<file path="src/rtl/carro_scheduler_pkg.sv">
// Shared definitions for the obstacle-car scheduler: state encoding, lane
// geometry, park coordinates and score sizing.
package carro_scheduler_pkg;

    typedef enum logic [1:0] {
        ST_IDLE = 2'd0,
        ST_RUN  = 2'd1,
        ST_STOP = 2'd2
    } estado_t;

    localparam int         SCORE_W   = 8;
    localparam logic [7:0] SCORE_MAX = 8'd255;
    localparam logic [8:0] SCREEN_H  = 9'd480;
    localparam logic [9:0] PARK_X    = 10'd0;
    localparam logic [8:0] PARK_Y    = 9'd0;
    localparam logic [8:0] SPAWN_Y   = 9'd0;

    function automatic logic [9:0] lane_x(input logic [1:0] lane);
        logic [9:0] x;
        case (lane)
            2'd0:    x = 10'd160;
            2'd1:    x = 10'd240;
            2'd2:    x = 10'd320;
            2'd3:    x = 10'd400;
            default: x = 10'd160;
        endcase
        return x;
    endfunction

endpackage

</file>
<file path="src/rtl/carro_scheduler_lfsr8.sv">
// 8-bit Fibonacci LFSR (x^8+x^6+x^5+x^4+1) used to pick spawn lanes.
module carro_scheduler_lfsr8 #(
    parameter logic [7:0] SEED = 8'hA5
) (
    input  logic       iClk,
    input  logic       iReset_n,
    input  logic       iEn,
    output logic [7:0] oLfsr
);

    logic [7:0] r_lfsr;
    logic [7:0] w_next;
    logic       w_fb;

    assign w_fb  = r_lfsr[7] ^ r_lfsr[5] ^ r_lfsr[4] ^ r_lfsr[3];
    assign oLfsr = r_lfsr;

    // Next state; an all-zero lockup (e.g. from an upset) reloads the seed
    always_comb begin
        w_next = {r_lfsr[6:0], w_fb};
        if (r_lfsr == 8'd0) begin
            w_next = SEED;
        end else begin
            w_next = {r_lfsr[6:0], w_fb};
        end
    end

    // Shift register
    always_ff @(posedge iClk or negedge iReset_n) begin
        if (!iReset_n) begin
            r_lfsr <= SEED;
        end else if (iEn) begin
            r_lfsr <= w_next;
        end else begin
            r_lfsr <= r_lfsr;
        end
    end

endmodule

</file>
<file path="src/rtl/carro_scheduler.sv">
// Sequencer for the falling-car pool: paces steps from the frame tick, spawns
// cars into random lanes, parks them on stop and keeps a saturating score.
module carro_scheduler
    import carro_scheduler_pkg::*;
#(
    parameter int         NUM_CARS  = 4,
    parameter int         TICK_DIV  = 4,
    parameter int         SPAWN_GAP = 60,
    parameter logic [7:0] LFSR_SEED = 8'hA5
) (
    input  logic                iClk,
    input  logic                iReset_n,
    input  logic                iFrameTick,
    input  logic                iRun,
    input  logic                iColision,
    input  logic [NUM_CARS-1:0] iCarroFin,
    output logic [NUM_CARS-1:0] oEnable,
    output logic [NUM_CARS-1:0] oResta,
    output logic [NUM_CARS-1:0] oSalto,
    output logic [9:0]          oPosicionX,
    output logic [8:0]          oPosicionY,
    output logic [NUM_CARS-1:0] oActivos,
    output logic [7:0]          oPuntos,
    output logic [1:0]          oEstado
);

    localparam int DIV_W = (TICK_DIV > 1) ? $clog2(TICK_DIV) : 1;
    localparam int SP_W  = (SPAWN_GAP > 1) ? $clog2(SPAWN_GAP) : 1;
    localparam int CNT_W = $clog2(NUM_CARS + 1);
    localparam logic [DIV_W-1:0] DIV_MAX = DIV_W'(TICK_DIV - 1);
    localparam logic [SP_W-1:0]  SP_MAX  = SP_W'(SPAWN_GAP - 1);

    estado_t               r_estado, w_estado_next;
    logic [NUM_CARS-1:0]   r_enable, r_resta, r_salto, r_activos;
    logic [NUM_CARS-1:0]   w_enable_next, w_resta_next, w_salto_next, w_activos_next;
    logic [9:0]            r_pos_x, w_pos_x_next;
    logic [8:0]            r_pos_y, w_pos_y_next;
    logic [SCORE_W-1:0]    r_puntos, w_puntos_next, w_puntos_sat;
    logic [DIV_W-1:0]      r_div, w_div_next;
    logic [SP_W-1:0]       r_spawn, w_spawn_next;
    logic [7:0]            w_lfsr;
    logic [1:0]            w_lane;
    logic [NUM_CARS-1:0]   w_fin_valid, w_free, w_slot;
    logic [CNT_W-1:0]      w_fin_cnt;
    logic [SCORE_W:0]      w_sum;

    carro_scheduler_lfsr8 #(.SEED(LFSR_SEED)) u_lfsr (
        .iClk     (iClk),
        .iReset_n (iReset_n),
        .iEn      (1'b1),
        .oLfsr    (w_lfsr)
    );

    // A slot being loaded this cycle is not yet in the mask, so it is excluded too
    assign w_free      = ~(r_activos | r_enable);
    assign w_slot      = w_free & (~w_free + NUM_CARS'(1));
    assign w_lane      = (w_lfsr != 8'd0) ? w_lfsr[1:0] : 2'd0;
    assign w_fin_valid = iCarroFin & r_activos;

    // Count finished active cars and add them to the score with saturation
    always_comb begin
        w_fin_cnt = '0;
        for (int k = 0; k < NUM_CARS; k++) begin
            w_fin_cnt = w_fin_cnt + CNT_W'(w_fin_valid[k]);
        end
        w_sum        = {1'b0, r_puntos} + (SCORE_W + 1)'(w_fin_cnt);
        w_puntos_sat = (w_sum > {1'b0, SCORE_MAX}) ? SCORE_MAX : w_sum[SCORE_W-1:0];
    end

    // Next-state and output decode
    always_comb begin
        w_estado_next  = r_estado;
        w_enable_next  = '0;
        w_resta_next   = '0;
        w_salto_next   = '0;
        w_pos_x_next   = r_pos_x;
        w_pos_y_next   = r_pos_y;
        w_activos_next = r_activos;
        w_puntos_next  = r_puntos;
        w_div_next     = r_div;
        w_spawn_next   = r_spawn;
        case (r_estado)
            ST_IDLE: begin
                if (iRun) begin
                    w_estado_next  = ST_RUN;
                    w_activos_next = '0;
                    w_puntos_next  = '0;
                    w_div_next     = '0;
                    w_spawn_next   = SP_MAX;
                end else begin
                    w_estado_next  = ST_IDLE;
                end
            end
            ST_RUN: begin
                w_activos_next = (r_activos & ~w_fin_valid) | r_enable;
                w_puntos_next  = w_puntos_sat;
                if (!iRun) begin
                    w_estado_next = ST_IDLE;
                    w_salto_next  = '1;
                    w_pos_x_next  = PARK_X;
                    w_pos_y_next  = PARK_Y;
                end else if (iColision) begin
                    w_estado_next = ST_STOP;
                end else if (iFrameTick && (r_div == DIV_MAX)) begin
                    w_div_next   = '0;
                    w_resta_next = r_activos;
                    if (r_spawn == SP_MAX) begin
                        if (|w_free) begin
                            w_enable_next = w_slot;
                            w_pos_x_next  = lane_x(w_lane);
                            w_pos_y_next  = SPAWN_Y;
                            w_spawn_next  = '0;
                        end else begin
                            w_spawn_next  = r_spawn;
                        end
                    end else begin
                        w_spawn_next = r_spawn + SP_W'(1);
                    end
                end else if (iFrameTick) begin
                    w_div_next = r_div + DIV_W'(1);
                end else begin
                    w_div_next = r_div;
                end
            end
            ST_STOP: begin
                if (!iRun) begin
                    w_estado_next = ST_IDLE;
                    w_salto_next  = '1;
                    w_pos_x_next  = PARK_X;
                    w_pos_y_next  = PARK_Y;
                end else begin
                    w_estado_next = ST_STOP;
                end
            end
            default: begin
                w_estado_next = ST_IDLE;
            end
        endcase
    end

    // State and registered outputs
    always_ff @(posedge iClk or negedge iReset_n) begin
        if (!iReset_n) begin
            r_estado  <= ST_IDLE;
            r_enable  <= '0;
            r_resta   <= '0;
            r_salto   <= '0;
            r_pos_x   <= '0;
            r_pos_y   <= '0;
            r_activos <= '0;
            r_puntos  <= '0;
            r_div     <= '0;
            r_spawn   <= '0;
        end else begin
            r_estado  <= w_estado_next;
            r_enable  <= w_enable_next;
            r_resta   <= w_resta_next;
            r_salto   <= w_salto_next;
            r_pos_x   <= w_pos_x_next;
            r_pos_y   <= w_pos_y_next;
            r_activos <= w_activos_next;
            r_puntos  <= w_puntos_next;
            r_div     <= w_div_next;
            r_spawn   <= w_spawn_next;
        end
    end

    assign oEnable    = r_enable;
    assign oResta     = r_resta;
    assign oSalto     = r_salto;
    assign oPosicionX = r_pos_x;
    assign oPosicionY = r_pos_y;
    assign oActivos   = r_activos;
    assign oPuntos    = r_puntos;
    assign oEstado    = r_estado;

endmodule
</file>
<file path="config.mk">
export PLATFORM = sky130hd
export DESIGN_NAME = carro_scheduler
export DESIGN_NICKNAME = d
export VERILOG_FILES = /design/src/rtl/carro_scheduler_pkg.sv /design/src/rtl/carro_scheduler_lfsr8.sv /design/src/rtl/carro_scheduler.sv
export SDC_FILE = /design/constraint.sdc
export NUM_CORES = 1
export LEC_CHECK = 0
export ABC_AREA = 1
export BUFFER_PORTS_ARGS = -buffer_cell sky130_fd_sc_hd__buf_2
export CORE_MARGIN = 4
export CORE_UTILIZATION = 30
export CTS_CLUSTER_SIZE = 30
export DETAILED_ROUTE_END_ITERATION = 6
export GPL_ROUTABILITY_DRIVEN = 0
export GPL_TIMING_DRIVEN = 0
export SLEW_MARGIN = 20
export SYNTH_ARGS = -nofsm -noshare
export SYNTH_HDL_FRONTEND = slang
export SYNTH_SLANG_ARGS = --single-unit
</file>
<file path="constraint.sdc">
create_clock -name iClk -period 2.28 [get_ports iClk]
set_input_delay 0.456 -clock iClk [delete_from_list [all_inputs] [get_ports iClk]]
set_output_delay 0.456 -clock iClk [all_outputs]
set_load 0.05 [all_outputs]
</file>
==> results_dict.tcl <==
set metrics [dict create \
    die_w_um 98.5 \
    yosys.area.top_type "dfrtp_1" \
    ios 54 \
    area_delta_synth_final_pct 21.3 \
    finalWorstSetupSlack_ns -0.0561 \
    cts_tree "yes" \
    yosysTopAreaCellShare_pct 40.7 \
    avgSynthCellArea_sq_um 8.22 \
    cts.sinks 44 \
    grt_max_degree 45 \
    clockBufferDepth 2 \
    min_path_type "primary input to asynchronous set/reset pin" \
    place_inst 453 \
    power.leakage_nw 1.61 \
    max_cap_viol_count 0 \
    slew_viol_final 0 \
    rr_worst_depth 11 \
    clk_pin_slew_worst_paths_ns 0.09 \
    ys.flop_type "dfrtp_1" \
    dr.pass1.iters 4 \
    rr_endpoint "oPuntos[3]" \
    critPathMaxFanout 4 \
    synth_commonest_cells "nand2_1 (72), dfrtp_1 (40), inv_1 (31), nor2_1 (31), nand3_1 (23)" \
    synth_cell_types 35 \
    rows 32 \
    port_buffers 39 \
    ant_nets 0 \
    wirelength_mm 5.25 \
    maxSlewHeadroom_pct 62.5 \
    crit_required_ns 2.48 \
    grt_usage_pct 11.0 \
    synth_edf_count 0 \
    syn-cell-area_sq_um 2460 \
    cts_buffers 5 \
    overflow 0 \
    grt_pass1_vias 1904 \
    critical_path_arrival_ns 2.54 \
    status "finished, violations left" \
    h-tree-depth 2 \
    powerDensity_nw_per_um2 965 \
    ys_seq_area_share_pct 45.0 \
    drtIter0Drc 112 \
    synth_async_sr_flop_share_pct 100 \
    hold_viol 0 \
    fin_area_sq_um 2980 \
    setup_violations 8 \
    start_util_pct 31.3 \
    clock_latency_ns 0.30 \
    place_area_sq_um 2850 \
    drcViolationCount 0 \
    netlist_instances 299 \
    endpoint_kind "flip-flop" \
    max_freq_mhz 428 \
    rsz0062_at_grt "true" \
    antenna_found_initial 0 \
    timing.final.crit_share_pct 102 \
    synthTopCellsByArea "dfrtp_1 (41%), nand2_1 (11%), buf_4 (5.5%), inv_1 (4.7%), nor2_1 (4.7%)" \
    coreArea_sq_um 7850 \
    rrSetupSlack_ns -0.06 \
    vias 2028 \
    dieArea_sq_um 9710 \
    drive_gt1_share_pct 30.0 \
    dp_hpwl_mm 3.88 \
    post-route-min-period_ns 2.34 \
    grt_pass1_wl_mm 8.69 \
    die_h_um 98.5 \
    violations "negative setup slack" \
    r2r-start "oActivos[2]" \
    stdcell_count 465 \
    ys.warnings.count 0 \
    vias_per_cell 4.36 \
    start_kind "flip-flop" \
    clock_skew_ns 0.00695 \
    tightest_slew_ns 0.563 \
    diodes 0 \
    cts-root-buf "clkbuf_8" \
    nets 383 \
    yosysMostFrequentCell "nand2_1" \
    avgRoutedWirePerCell_um 11.3 \
    synth_seq_cells 44 \
    peakVddDrop_v 0.000359 \
    worstSetupPathType "flip-flop to flip-flop" \
]
==> how the worst max path moves through the flow <==
stage	startpoint	endpoint	cells after the start
after floorplan	oActivos[2]	oPuntos[4]	13
after global placement	iCarroFin[2]	oPuntos[3]	12
after detailed placement	iCarroFin[2]	oPuntos[3]	12
after CTS	oActivos[0]	oPuntos[3]	11
after global routing	oActivos[2]	oPuntos[0]	11
final	oActivos[2]	oPuntos[3]	11
==> metrics by stage <==
stage	worst slack (ns)	hold WS (ns)	setup TNS, ns	utilization, %	power, mW
2_1_floorplan	-0.143	0.160	-0.897	-	2.10
6_report	-0.0561	0.126	-0.290	38.0	2.88
4_1_cts	-0.113	0.347	-0.649	37.7	2.91
5_1_grt	-0.169	0.183	-1.19	38.0	3.10
3_3_place_gp	-0.272	0.449	-1.80	36.3	2.39
3_5_place_dp	-0.317	0.450	-2.14	36.3	2.40
==> layout by cell type, fill, tap and decap left out, drive strengths merged <==
cell type,Yosys,layout
ha,9,9
xnor2,3,3
clkinv,0,3
o21bai,1,1
clkbuf,3,8
a21oi,2,2
nor3,7,7
or2,2,2
fa,3,3
o22ai,1,1
nor2,33,33
dfrtp,40,40
buf,22,65
xor2,1,1
conb,1,14
nor4,1,1
inv,33,33
nand2,78,78
nand3b,1,1
nand3,25,25
dfstp,4,4
o21ai,27,27
nand4,2,2
==> kinds of logic (layout without fill, tap and decap cells) <==
| logic type | count (synthesis) | after routing | share of synthesized area (%) |
|---|---|---|---|
| AND/OR/NAND/NOR | 149 | 149 | 27.4 |
| buffers and inverters | 58 | 109 | 11.9 |
| flip-flops | 44 | 44 | 45.0 |
| AO/OA/AOI/OAI | 31 | 31 | 7.07 |
| adder cells (fa/ha/maj) | 12 | 12 | 7.02 |
| XOR/XNOR | 4 | 4 | 1.43 |
| other | 1 | 14 | 0.153 |
==> layout make-up <==
type                       count  area, sq um
fill                         820         4870
multi-input combinational    210         1140
sequential                    44         1110
timing repair buffer          43          228
buffer                        25          166
tap                          102          128
inverter                      33          126
clock buffer                   5         68.8
clock inverter                 3         18.8
==> report_power, final <==
group          switching (mW)  internal [mW]  leakage, nW
combinational           0.966          0.411        0.989
clock                   0.280          0.214       0.0479
sequential              0.101          0.905        0.569
total                    1.35           1.53         1.61
==> what timing repair did <==
| item | CTS | global route |
|---|---|---|
| setup endpoints to repair | 8 | 8 |
| gates resized for setup | 0 | 8 |
| buffers inserted | 3 | 1 |
| hold buffers | 0 | 0 |
| pin swaps | 5 | 5 |
==> routing by layer <==
metal  vias to the layer above  share of wire [%]  wire length [um]  GRT usage, %
li1                       1031                  -                 -             -
met1                       943                 45              2360          14.1
met2                        48                 47              2490          17.4
met3                         6                6.4               338          3.89
met4                         0                1.2                61          3.47
met5                         -                  0                 0             0
==> state kept, by name (all words and copies together), names as in the netlist <==
register,count
r_div,2
oActivos,4
oPuntos,8
oSalto,1
oPosicionX,5
u_lfsr.oLfsr,8
r_spawn,6
oEstado,2
oResta,4
oEnable,4
==> critical path, stage by stage (launching register included) <==
cell,delay (ns)
dfrtp_2,0.41
nand2_2,0.06
inv_2,0.04
fa_1,0.47
fa_2,0.39
fa_2,0.38
nand2_2,0.11
nor3_2,0.06
nand2_2,0.09
inv_2,0.06
o21ai_1,0.11
nand2_1,0.06
Power figures use the tool's default switching activity.
